[src/rtl/parking_pkg.sv]
// parking_pkg: shared slot width, default timing constants and debouncer state encoding
package parking_pkg;
    localparam int SLOT_W         = 2;
    localparam int DEF_DEBOUNCE   = 4;
    localparam int DEF_FIFO_DEPTH = 4;
    localparam int DEF_ISSUE_GAP  = 2;
    typedef enum logic {DB_IDLE, DB_ARMED_WAIT} db_state_t;
endpackage

[src/rtl/sensor_debounce.sv]
// sensor_debounce: 2-flop synchroniser and debounce FSM, one strobe per stable high period
module sensor_debounce
    import parking_pkg::*;
#(
    parameter int DEBOUNCE = DEF_DEBOUNCE
) (
    input  logic clk,
    input  logic reset,
    input  logic sensor,
    output logic strobe
);
    logic [1:0] sens_sync;
    logic [3:0] cnt;
    logic       hit;
    logic       last;
    db_state_t  state;
    // IDLE waits for a run of highs, ARMED_WAIT for a run of lows; one counter serves both
    assign hit    = state == DB_IDLE ? sens_sync[1] : !sens_sync[1];
    assign last   = cnt == 4'(DEBOUNCE - 1);
    assign strobe = state == DB_IDLE && hit && last;
    always_ff @(posedge clk or negedge reset) begin
        if (!reset) begin
            sens_sync <= '0;
            cnt       <= '0;
            state     <= DB_IDLE;
        end else begin
            sens_sync <= {sens_sync[0], sensor};
            if (!hit) begin
                cnt <= '0;
            end else if (last) begin
                cnt   <= '0;
                state <= state == DB_IDLE ? DB_ARMED_WAIT : DB_IDLE;
            end else begin
                cnt <= cnt + 4'd1;
            end
        end
    end
endmodule

[src/rtl/gate_request_conditioner.sv]
// gate_request_conditioner: debounces gate sensors, queues exit requests and paces
// single-cycle entry/exit requests to the parking FSM
module gate_request_conditioner
    import parking_pkg::*;
#(
    parameter int DEBOUNCE   = DEF_DEBOUNCE,
    parameter int FIFO_DEPTH = DEF_FIFO_DEPTH,
    parameter int ISSUE_GAP  = DEF_ISSUE_GAP
) (
    input  logic              clk,
    input  logic              reset,
    input  logic              entry_sensor,
    input  logic              exit_sensor,
    input  logic [SLOT_W-1:0] exit_slot_in,
    input  logic              is_full,
    output logic              entry_signal,
    output logic              exit_signal,
    output logic [SLOT_W-1:0] exit_slot,
    output logic              entry_pending,
    output logic [2:0]        exit_count,
    output logic              exit_overflow
);
    localparam int AW = $clog2(FIFO_DEPTH);
    localparam int CW = AW + 1;
    localparam int GW = $clog2(ISSUE_GAP + 1);

    logic              entry_ev, exit_ev, idle, pop, push, issue_entry, full;
    logic [SLOT_W-1:0] slot_meta, slot_sync;
    logic [SLOT_W-1:0] mem [FIFO_DEPTH];
    logic [AW-1:0]     rd_ptr, wr_ptr;
    logic [CW-1:0]     count;
    logic [GW-1:0]     cooldown;

    sensor_debounce #(.DEBOUNCE(DEBOUNCE)) u_entry (
        .clk(clk), .reset(reset), .sensor(entry_sensor), .strobe(entry_ev)
    );
    sensor_debounce #(.DEBOUNCE(DEBOUNCE)) u_exit (
        .clk(clk), .reset(reset), .sensor(exit_sensor), .strobe(exit_ev)
    );

    // exits win arbitration because they free a spot the pending entry may need
    assign full        = count == CW'(FIFO_DEPTH);
    assign idle        = cooldown == '0;
    assign pop         = idle && count != '0;
    assign issue_entry = idle && count == '0 && entry_pending && !is_full;
    assign push        = exit_ev && (!full || pop);
    assign exit_count  = 3'(count);

    always_ff @(posedge clk or negedge reset) begin
        if (!reset) begin
            slot_meta     <= '0;
            slot_sync     <= '0;
            rd_ptr        <= '0;
            wr_ptr        <= '0;
            count         <= '0;
            cooldown      <= '0;
            entry_pending <= 1'b0;
            entry_signal  <= 1'b0;
            exit_signal   <= 1'b0;
            exit_slot     <= '0;
            exit_overflow <= 1'b0;
        end else begin
            slot_meta     <= exit_slot_in;
            slot_sync     <= slot_meta;
            rd_ptr        <= rd_ptr + AW'(pop);
            wr_ptr        <= wr_ptr + AW'(push);
            count         <= count + CW'(push) - CW'(pop);
            cooldown      <= (pop || issue_entry) ? GW'(ISSUE_GAP - 1) : cooldown - GW'(!idle);
            entry_pending <= entry_ev || (entry_pending && !issue_entry);
            entry_signal  <= issue_entry;
            exit_signal   <= pop;
            exit_slot     <= pop ? mem[rd_ptr] : '0;
            exit_overflow <= exit_ev && !push;
        end
    end

    // slot storage needs no reset; only written entries are ever read
    always_ff @(posedge clk) begin
        if (push) mem[wr_ptr] <= slot_sync;
    end
endmodule

[config.mk]
export PLATFORM = sky130hd
export DESIGN_NAME = gate_request_conditioner
export DESIGN_NICKNAME = d
export VERILOG_FILES = /design/src/rtl/parking_pkg.sv /design/src/rtl/sensor_debounce.sv /design/src/rtl/gate_request_conditioner.sv
export SDC_FILE = /design/constraint.sdc
export NUM_CORES = 1
export LEC_CHECK = 0
export BUFFER_PORTS_ARGS = -buffer_cell sky130_fd_sc_hd__buf_4
export CAP_MARGIN = 20
export CORE_MARGIN = 1
export CORE_UTILIZATION = 40
export CTS_CLUSTER_DIAMETER = 100
export DETAILED_ROUTE_END_ITERATION = 6
export PLACE_DENSITY = 0.63
export SETUP_SLACK_MARGIN = 0.3
export SLEW_MARGIN = 25
export SYNTH_ARGS = -nofsm -noshare
export SYNTH_HDL_FRONTEND = slang
export SYNTH_SLANG_ARGS = --single-unit
[constraint.sdc]
create_clock -name clk -period 4.6 [get_ports clk]
set_input_delay 0.46 -clock clk [delete_from_list [all_inputs] [get_ports clk]]
set_output_delay 0.46 -clock clk [all_outputs]
set_load 0.02 [all_outputs]
* After elaboration in Yosys (flattened, before gate mapping)
Memories as Yosys holds them, arrays and structs flattened.
Cells that the tools add are included.
** Word-level totals
- Flip-flop bits (word level) :: 33
- Memory bits (writable) :: 8
- Memories kept :: 1
** Cells by class
- Add/sub/neg operators :: 7
- Equality and inequality tests :: 3
- Multiplexer cells :: 12
- Bitwise logic cells :: 2
- Reduce and logical (&&, ||, !) cells :: 26
** Memories
- mem :: words 4, bits a word 2, rd ports 1, clocked after memory_dff 0, wr ports 1, line gate_request_conditioner.sv:29 : logic [SLOT_W-1:0] mem [FIFO_DEPTH];
** Operator list (count)
- 4-bit 2-to-1 mux :: 4
- 1-bit logical AND :: 11
- 4-bit by 1-bit adder with 4-bit output (second input constant) :: 2
- 4-bit by 2-bit == test with 1-bit output (second input constant) :: 2
- 1-bit logical NOT :: 7
- 1-bit 2-to-1 mux :: 6
- 2-bit by 1-bit adder with 2-bit output :: 2
- 2-bit 2-to-1 mux :: 2
- 2-bit AND reduction :: 2
- 3-bit by 1-bit adder with 3-bit output :: 1
- 3-bit == test (second input constant) :: 1
- 3-bit logical NOT :: 1
- 1-bit logical OR :: 3
- 3-bit nonzero test :: 1
- 3-bit by 1-bit subtractor with 3-bit output :: 1
- 2-bit logical NOT :: 1
- 1-bit NOT :: 2
- 2-bit by 1-bit subtractor with 2-bit output :: 1

* Depth between registers and ports, before layout
Gate-level depths: netlist of run 1.
- Word-level depth :: 7
- Depth in mapped cells :: 10
- Depth with buffers taken out :: 10

* Hierarchy
From an unflattened synthesis of run 1, not the netlist that was laid out.
** Unflattened totals
- Cell total of the unflattened synthesis :: 108
- Area, all modules :: 1621.6 um2
** By module, submodules not included
- gate_request_conditioner :: instances 1, cells each 62, area each 1023.5 um2, seq. area each 715.7 um2
- sensor_debounce :: instances 2, cells each 23, area each 299.0 um2, seq. area each 175.2 um2

* Least setup slack after synthesis of run 1
Ideal clock, no wire load.
- Path kind :: reg2reg
- Start :: reg count[2] (netlist: exit_count[2])
- End :: reg count[2] (netlist: exit_count[2])
- Data arrival time :: 2092 ps
- Required time :: 4468 ps
- Slack :: 2375 ps
- Cell stages (with the launch flop) :: 9
- Buffers on the path :: 0
- Cells stage by stage :: dfrtp_1 > nor3_1 > nor2_1 > ha_1 > inv_1 > ha_1 > fa_1 > xor2_1 > xnor2_1
** Between the ends
- Cells in the longest elaborated chain, start to end :: 6
** RTL lines
- from (decl) :: line gate_request_conditioner.sv:31 : logic [CW-1:0] count;
- from (signal assigned) :: line gate_request_conditioner.sv:67 : count <= count + CW'(push) - CW'(pop);
- 3-bit nonzero test (*) :: line gate_request_conditioner.sv:44 : assign pop = idle && count != '0;
- 1-bit logical AND (*) :: line gate_request_conditioner.sv:44
- net pop :: line gate_request_conditioner.sv:27 : logic entry_ev, exit_ev, idle, pop, push, issue_entry, full;
- 1-bit logical OR :: line gate_request_conditioner.sv:46 : assign push = exit_ev && (!full || pop);
- 1-bit logical AND :: line gate_request_conditioner.sv:46
- 3-bit by 1-bit adder with 3-bit output :: line gate_request_conditioner.sv:67
- 3-bit by 1-bit subtractor with 3-bit output (*) :: line gate_request_conditioner.sv:67
Mark *: on every way through the listed nets, which the timed path passes. The rest lies on a longest branch.
A chain may end at the register's enable or synchronous reset.

* Worst setup path in the final report of run 1
Same ends and word-level chain as after synthesis.

==> impl_metrics.py, run 1 <==
metrics = {
    "run_status": {
        "outcome": "finished, final reports clean",
    },
    "yosys": {
        "syn-instance-count": 107,
        "seq_area_frac_synth": 0.673,
        "synth_edf_count": 8,
        "ys_top_cells_by_count": "dfrtp_1 (33), edfxtp_1 (8), ha_1 (8), inv_1 (7), nor2_1 (7)",
        "yosysMostFrequentCell": "dfrtp_1",
        "synth_area_leaders": "dfrtp_1 (52%), edfxtp_1 (15%), ha_1 (6.3%)",
        "synth.distinct_cells": 27,
        "syn_avg_cell_area_um2": 14.8,
        "ys.warnings.count": 0,
        "mappedNetlistNets": 123,
        "syn_area_um2": 1580,
        "async_reset_ff_frac": 0.805,
        "synth.top_cell.area_share": 0.521,
        "synth-seq-cells": 41,
        "synth_top_area_cell": "dfrtp_1",
        "ys.flop_type": "dfrtp_1",
    },
    "detailed_routing": {
        "drtIter0Drc": 9,
        "drt_first_pass_iters": 3,
        "vias_per_cell": 4.83,
        "ant_nets": 0,
        "finalWirelength_mm": 2.16,
        "drc": 0,
        "vias": 859,
        "post_drt_wl_per_cell_um": 12.1,
    },
    "power": {
        "power.leakage_uw": 0.000829,
        "vdd_drop_max_v": 0.000161,
        "p_per_area_nw_per_um2": 573,
    },
    "global_routing": {
        "grt_overflow": 0,
        "grt_pass1_wl_mm": 3.80,
        "first_global_vias": 872,
        "grt_usage": 0.126,
        "antenna_found_initial": 0,
        "grt_start_max_net_pins": 34,
    },
    "floorplanning": {
        "die-height_um": 64.9,
        "dieArea_um2": 4220,
        "start_util": 0.426,
        "io_pins": 16,
        "coreArea_um2": 3720,
        "rows": 22,
        "die_x_um": 64.9,
    },
    "timing": {
        "finClkSkew_ps": 6.65,
        "maxSlewHeadroom": 0.690,
        "setup_viol": 0,
        "finalCritPeriodShare": 0.525,
        "fmax_mhz": 414,
        "worstMarginPinSlew_ps": 462,
        "period_minus_slack_ps": 2410,
        "rsz0062_at_grt": "false",
        "slew_violations": 0,
        "timing.hold.ws_ps": 101,
        "finalSetupTns_ps": 0,
        "hold_viol": 0,
    },
    "critical_path": {
        "crit_type": "flip-flop to flip-flop",
        "slowest_stage": "dfrtp_1",
        "cp_cell_sequence": "nor3_1 > nor2_1 > ha_1 > inv_1 > ha_1 > fa_1 > xor2_1 > xnor2_1",
        "crit_path_max_incr_delay_ps": 440,
        "worstPathArrival_ps": 2580,
        "cpMostUsedCell": "ha_1",
        "cp_max_fo": 5,
        "startpoint_type": "flip-flop",
        "end_kind": "flip-flop",
        "reg2reg_depth": 8,
        "crit_required_ps": 4760,
    },
    "hold_path": {
        "min_path_type": "primary input to async pin",
    },
    "layout": {
        "fin_nets": 145,
        "n_antenna_cell": 0,
        "area_delta_synth_final_pct": 16.1,
        "regArea_um2": 1070,
        "final_util": 0.495,
        "drive_gt1_frac": 0.223,
        "multi_input_area_um2": 492,
        "fill_cells": 338,
    },
    "clock_tree": {
        "hold_buffers": 0,
        "cts_tree": "built",
        "cts.sinks": 41,
        "post-cts-setup-buffer-count": 0,
        "clk_latency_ps": 290,
        "cts_resized": 0,
        "cts-root-buf": "clkbuf_8",
        "cts_made_buffers": 5,
        "clkTransAtPathRegs_ps": 80,
        "clk_path_buf_depth": 2,
        "h-tree-depth": 2,
    },
    "placement": {
        "dp.final_hpwl_mm": 1.57,
        "routabilityCongestion": 0.686,
        "numPortBuffers": 15,
    },
    "run": {
        "maxCapViolations": 0,
    },
}
cells in the final DEF (no fill, tap or decap), types with 3 or more instances in the layout:
master,instances
a21oi_1,4
buf_4,15
clkbuf_8,5
dfrtp_1,33
edfxtp_1,8
ha_1,8
inv_1,7
nand3_1,3
nor2_1,7
nor2b_1,3
nor3_1,4
xnor2_1,3
xor2_1,5
worst max-delay path, delay by kind of cell, from the launching register on:
kind          cells  cell delay, ps
xor+xnor          2             290
fa+ha+maj         3             880
buf+inv           1              40
flops             1             440
simple gates      2             640
layout make-up:
type / instances / area share
inverters: 7 / 0.0143
well taps: 48 / 0.0327
multi-input cells: 59 / 0.267
repair buffers: 15 / 0.0612
clock buffers: 6 / 0.0395
flip-flops and latches: 41 / 0.580
clock inverters: 2 / 0.00544
where the power goes:
| part | switching (uW) | total (uW) | internal, uW |
|---|---|---|---|
| Clock | 111 | 216 | 105 |
| Sequential | 67.1 | 521 | 454 |
| Combinational | 162 | 317 | 156 |
through the flow:
stage	cell area (um2)	instances	setup WS, ps	power (uW)
after CTS	1840	178	2130	1080
after global placement	1760	170	2240	832
after global routing	1840	178	1970	1140
after floorplan	1580	107	2380	741
final	1840	178	2190	1050
after detailed placement	1760	170	2140	852
layer usage:
layer | global-route usage | up-vias | wire (um) | part of all wire
met4 | 0.0833 | 0 | 63 | 0.029
met1 | 0.142 | 424 | 893 | 0.41
met3 | 0.0423 | 7 | 99 | 0.046
met5 | 0 | - | 0 | 0
li1 | - | 410 | - | -
met2 | 0.202 | 18 | 1100 | 0.51
state kept, by name (all words and copies together), names as in the netlist, 3 cells and up:
name / count
mem: 8
exit_count: 3
u_exit.cnt: 4
u_entry.cnt: 4
cell families after synthesis:
kind of cell / count (synthesis) / share of synthesized area
flip-flops: 41 / 0.673
AND/OR/NAND/NOR: 33 / 0.128
adder cells (fa/ha/maj): 9 / 0.0758
XOR/XNOR: 8 / 0.0442
AO/OA/AOI/OAI: 7 / 0.0340
buffers and inverters: 7 / 0.0166
multiplexers: 2 / 0.0284
worst paths after layout:
| kind | from | to | slack, ps |
|---|---|---|---|
| max | exit_count[2]$_DFF_PN0_ | exit_count[2]$_DFF_PN0_ | 2190 |
| min | reset | u_exit.cnt[2]$_DFF_PN0_ | 100 |
| max reg2reg | exit_count[2]$_DFF_PN0_ | exit_count[2]$_DFF_PN0_ | 2190 |
| min reg2reg | u_entry.sens_sync[0]$_DFF_PN0_ | u_entry.sens_sync[1]$_DFF_PN0_ | 350 |
| max in group asynchronous | reset | slot_sync[0]$_DFF_PN0_ | 4200 |
| min in group clk | exit_sensor | u_exit.sens_sync[0]$_DFF_PN0_ | 270 |
Power figures use the tool's default switching activity.
==> inputs of run 2 (changes only) <==
PLACE_DENSITY = 0.65   (was 0.63)
clock period = 2.22 ns   (was 4.6 ns; I/O delays follow)
==> impl_metrics.py, run 2 (synthesized netlist as in run 1, its figures left out) <==
metrics = {
    "layout": {
        "n_antenna_cell": 0,
        "fin_nets": 155,
        "largest_reg_flops": 8,
        "drive_gt1_frac": 0.343,
        "largestRegisters": "mem (8), u_entry.cnt (4), u_exit.cnt (4)",
        "largest-register": "mem",
        "area_delta_synth_final_pct": 24.7,
        "layout_commonest_cell": "dfrtp_1",
        "layout_common_cells": "dfrtp_1 (33), buf_4 (24), edfxtp_1 (8), nor2_1 (7)",
        "stdcell_count": 188,
    },
    "clock_tree": {
        "clkTransAtPathRegs_ps": 80,
        "clk_latency_ps": 290,
        "h-tree-depth": 2,
        "cts-root-buf": "clkbuf_8",
        "clk_path_buf_depth": 2,
        "cts_tree": "built",
        "cts_made_buffers": 5,
        "cts.sinks": 41,
    },
    "floorplanning": {
        "rows": 22,
        "io_pins": 16,
        "die-height_um": 64.9,
        "start_util": 0.426,
        "die_x_um": 64.9,
        "dieArea_um2": 4220,
        "coreArea_um2": 3720,
    },
    "critical_path": {
        "crit_type": "flip-flop to flip-flop",
        "cp_cell_sequence": "inv_2 > ha_4 > nand4bb_1 > a31o_4 > ha_4 > inv_2 > ha_4 > fa_2 > xor2_2 > xnor2_1",
        "cp_top_family": "adder cells",
        "crit_path_max_incr_delay_ps": 370,
        "path_buf_inv": 2,
        "worstPathArrival_ps": 2320,
        "slowest_stage": "dfrtp_1",
        "startpoint_type": "flip-flop",
        "cpMostUsedCell": "ha_4",
        "end_kind": "flip-flop",
        "crit_required_ps": 2400,
        "cp_max_fo": 2,
    },
    "global_routing": {
        "grt_usage": 0.138,
        "first_global_vias": 913,
        "antenna_found_initial": 0,
        "grt_start_max_net_pins": 34,
        "grt_pass1_wl_mm": 4.17,
        "grt_overflow": 0,
    },
    "power": {
        "power.internal_uw": 1590,
        "pwr-share-clk": 0.197,
        "pwr-share-seq": 0.462,
        "p_per_area_nw_per_um2": 1200,
        "vdd_drop_max_v": 0.000526,
        "power_switching_uw": 779,
        "power_uw": 2370,
        "power.leakage_uw": 0.000875,
        "swShare": 0.329,
        "combinationalPowerShare": 0.341,
    },
    "timing": {
        "worstMarginPinSlew_ps": 382,
        "setup_ws_ps": 75.3,
        "period_minus_slack_ps": 2140,
        "finClkSkew_ps": 7.14,
        "slew_violations": 0,
        "setup_viol": 0,
        "maxSlewHeadroom": 0.742,
        "hold_viol": 0,
        "finalCritPeriodShare": 0.966,
        "fmax_mhz": 466,
        "rsz0062_at_grt": "true",
    },
    "detailed_routing": {
        "vias_per_cell": 4.71,
        "post_drt_wl_per_cell_um": 12.4,
        "drtIter0Drc": 35,
        "finalWirelength_mm": 2.33,
        "vias": 885,
        "drt_first_pass_iters": 3,
        "ant_nets": 0,
        "drc": 0,
    },
    "run_status": {
        "outcome": "finished, final reports clean",
    },
    "run": {
        "maxCapViolations": 0,
    },
    "placement": {
        "place_ws_ps": -24.8,
        "dp.final_hpwl_mm": 1.63,
        "numPortBuffers": 15,
        "routabilityCongestion": 0.621,
        "place_inst": 174,
    },
    "hold_path": {
        "min_path_type": "primary input to flip-flop",
    },
}
-- run 2: metal layers --
| metal | up-vias | part of all wire | track usage |
|---|---|---|---|
| li1 | 427 | - | - |
| met1 | 432 | 0.44 | 0.160 |
| met2 | 19 | 0.48 | 0.215 |
| met3 | 7 | 0.053 | 0.0528 |
| met4 | 0 | 0.028 | 0.0833 |
| met5 | - | 0 | 0 |
-- run 2: area by class of cell --
class,count,area (um2)
Clock buffer,5,68.8
Clock inverter,3,17.5
Fill cell,316,1740
Inverter,7,26.3
Multi-Input combinational cell,59,547
Sequential cell,41,1070
Tap cell,48,60.1
Timing Repair Buffer,25,190
-- run 2: final timing paths --
check,startpoint,endpoint,slack (ps),depth (start not counted)
min reg2reg,slot_meta[1]$_DFF_PN0_,slot_sync[1]$_DFF_PN0_,350,0
max in group asynchronous,reset,rd_ptr[1]$_DFF_PN0_,1540,2
max reg2reg,u_exit.state$_DFFE_PN0P_,exit_count[2]$_DFF_PN0_,80,10
max,u_exit.state$_DFFE_PN0P_,exit_count[2]$_DFF_PN0_,80,10
min,exit_slot_in[0],slot_meta[0]$_DFF_PN0_,30,1
min in group asynchronous,reset,u_entry.cnt[2]$_DFF_PN0_,390,2
-- run 2: metrics by stage --
step,setup TNS (ps),area (um2),utilization,hold slack [ps]
global route,0,1980,0.532,16.2
detailed placement,-24.8,1820,0.490,185
finish,0,1980,0.532,30.1
CTS,0,1970,0.530,23.3
global placement,0,1820,0.490,181
floorplan,0,1620,-,-73.6
-- run 2: repair_timing --
item                                    4_1_cts  5_1_grt
resized for setup                             3        0
endpoints found under the setup margin        2        2
setup buffers                                 4        1
hold buffers                                  1        0
pin swaps                                     5        0
endpoints found under the hold margin        33        0
-- run 2: power by group through the flow --
| stage | Sequential, uW | Combinational, uW | Clock, uW |
|---|---|---|---|
| after floorplan | 1150 | 436 | 0 |
| after global placement | 1100 | 710 | 0 |
| after detailed placement | 1110 | 744 | 0 |
| after CTS | 1100 | 811 | 478 |
| after global routing | 1120 | 906 | 520 |
| final | 1090 | 807 | 466 |
==> inputs of run 3 (changes only) <==
GPL_TIMING_DRIVEN = 0   (was not set)
PLACE_DENSITY = 0.71   (was 0.65)
==> impl_metrics.py, run 3 (synthesized netlist as in run 1, its figures left out) <==
metrics = {
    "layout": {
        "largest_reg_flops": 8,
        "fin_nets": 152,
        "regArea_um2": 1070,
        "final_area_um2": 2000,
        "layout_common_cells": "dfrtp_1 (33), buf_4 (21), edfxtp_1 (8), nor2_1 (6)",
        "area_delta_synth_final_pct": 26.1,
        "largestRegisters": "mem (8), u_entry.cnt (4), u_exit.cnt (4)",
        "multi_input_area_um2": 574,
        "fill_cells": 310,
        "largest-register": "mem",
        "n_antenna_cell": 0,
        "drive_gt1_frac": 0.331,
        "final_util": 0.538,
        "layout_commonest_cell": "dfrtp_1",
    },
    "placement": {
        "routabilityCongestion": 0.685,
        "dp.final_hpwl_mm": 1.63,
        "postPlaceCellArea_um2": 1790,
        "numPortBuffers": 15,
    },
    "timing": {
        "fmax_mhz": 475,
        "rsz0062_at_grt": "true",
        "timing.hold.ws_ps": 39.8,
        "maxSlewHeadroom": 0.727,
        "period_minus_slack_ps": 2110,
        "slew_violations": 0,
        "finalCritPeriodShare": 0.949,
        "finClkSkew_ps": 8.33,
        "setup_viol": 0,
        "worstMarginPinSlew_ps": 410,
        "hold_viol": 0,
    },
    "critical_path": {
        "slowest_stage": "dfrtp_1",
        "crit_type": "flip-flop to flip-flop",
        "cpMostUsedCell": "ha_4",
        "worstPathArrival_ps": 2270,
        "r2r_setup_slack_ps": 110,
        "crit_path_max_incr_delay_ps": 370,
        "worstReg2RegStart": "u_exit.state$_DFFE_PN0P_",
        "end_kind": "flip-flop",
        "cp_cell_sequence": "inv_2 > ha_4 > nand4bb_4 > a31o_4 > ha_4 > inv_2 > ha_4 > fa_2 > xor2_1 > xnor2_1",
        "crit_required_ps": 2390,
        "reg2reg_depth": 10,
        "r2r-end": "exit_count[2]$_DFF_PN0_",
        "startpoint_type": "flip-flop",
        "cp_max_fo": 2,
    },
    "power": {
        "combinationalPowerShare": 0.329,
        "swShare": 0.318,
        "p_per_area_nw_per_um2": 1240,
        "power_switching_uw": 791,
        "pwr-share-seq": 0.446,
        "vdd_drop_max_v": 0.000672,
        "power.internal_uw": 1690,
        "pwr-share-clk": 0.225,
        "power.leakage_uw": 0.000871,
    },
    "global_routing": {
        "grt_overflow": 0,
        "grt_start_max_net_pins": 34,
        "grt_pass1_wl_mm": 4.25,
        "antenna_found_initial": 0,
        "grt_usage": 0.141,
        "first_global_vias": 966,
    },
    "run": {
        "maxCapViolations": 0,
    },
    "clock_tree": {
        "clk_latency_ps": 290,
        "cts.sinks": 41,
        "cts_tree": "built",
        "cts_made_buffers": 5,
        "cts-root-buf": "clkbuf_8",
        "h-tree-depth": 2,
        "clkTransAtPathRegs_ps": 70,
        "clk_path_buf_depth": 2,
    },
    "detailed_routing": {
        "ant_nets": 0,
        "drtIter0Drc": 25,
        "drt_first_pass_iters": 4,
        "drc": 0,
        "finalWirelength_mm": 2.46,
        "vias_per_cell": 4.82,
        "vias": 886,
        "post_drt_wl_per_cell_um": 13.4,
    },
    "floorplanning": {
        "die_x_um": 64.9,
        "start_util": 0.426,
        "coreArea_um2": 3720,
        "io_pins": 16,
        "rows": 22,
        "die-height_um": 64.9,
        "dieArea_um2": 4220,
    },
    "hold_path": {
        "hp-start": "entry_sensor",
        "holdPathStages": 1,
        "worst_hold_path.endpoint": "u_entry.sens_sync[0]$_DFF_PN0_",
        "min_path_type": "primary input to flip-flop",
    },
    "run_status": {
        "outcome": "finished, final reports clean",
    },
}
-- run 3: power by group through the flow --
| stage | Combinational [uW] | Clock, uW | Sequential (uW) |
|---|---|---|---|
| after floorplan | 436 | 0 | 1150 |
| after global placement | 679 | 0 | 1100 |
| after detailed placement | 723 | 0 | 1110 |
| after CTS | 798 | 583 | 1110 |
| after global routing | 918 | 615 | 1130 |
| final | 818 | 558 | 1110 |
-- run 3: worst max-delay path, delay by kind of cell, from the launching register on --
kind            cells  cell delay, ps
xor+xnor            2             290
compound gates      1             230
flops               1             370
simple gates        1             120
buf+inv             2             100
fa+ha+maj           4             860
-- run 3: final cells by class --
cell class | instances | area share
clock buffer | 5 | 0.0344
clock inverter | 2 | 0.0175
inverter | 7 | 0.0131
multi-input combinational | 59 | 0.287
sequential | 41 | 0.533
tap | 48 | 0.0301
timing repair buffer | 22 | 0.0839
-- run 3: routing by layer --
layer  global-route usage  wire length (um)  share of wire
met1                0.141              1010           0.41
met2                0.247              1350           0.55
met3               0.0335                69          0.028
met4                0.108                33          0.013
met5                    0                 0              0
-- run 3: stage by stage --
stage	total power, uW	TNS (ps)	setup WS (ps)	cells
6_report	2480	0	114	184
5_1_grt	2670	0	39.7	184
4_1_cts	2490	0	71.6	182
3_5_place_dp	1830	-42.0	-42.0	170
3_3_place_gp	1780	-1.60	-1.60	170
2_1_floorplan	1590	0	97.2	107
-- run 3: worst max path at each step --
| stage | endpoint | startpoint | cells past startpoint |
|---|---|---|---|
| 2_1_floorplan | exit_count[2]$_DFF_PN0_ | u_exit.cnt[0]$_DFF_PN0_ | 9 |
| 3_3_place_gp | exit_count[2]$_DFF_PN0_ | u_exit.cnt[0]$_DFF_PN0_ | 9 |
| 3_5_place_dp | exit_count[2]$_DFF_PN0_ | u_exit.cnt[0]$_DFF_PN0_ | 9 |
| 4_1_cts | exit_count[2]$_DFF_PN0_ | u_exit.state$_DFFE_PN0P_ | 10 |
| 5_1_grt | exit_count[2]$_DFF_PN0_ | u_exit.state$_DFFE_PN0P_ | 10 |
| 6_report | exit_count[2]$_DFF_PN0_ | u_exit.state$_DFFE_PN0P_ | 10 |
-- run 3: what timing repair did --
| item | 4_1_cts | 5_1_grt |
|---|---|---|
| gates resized for setup | 5 | 1 |
| setup buffers | 4 | 2 |
| endpoints found under the hold margin | 33 | 0 |
| pin swaps | 6 | 1 |
| hold buffers | 1 | 0 |
| setup endpoints to repair | 2 | 2 |
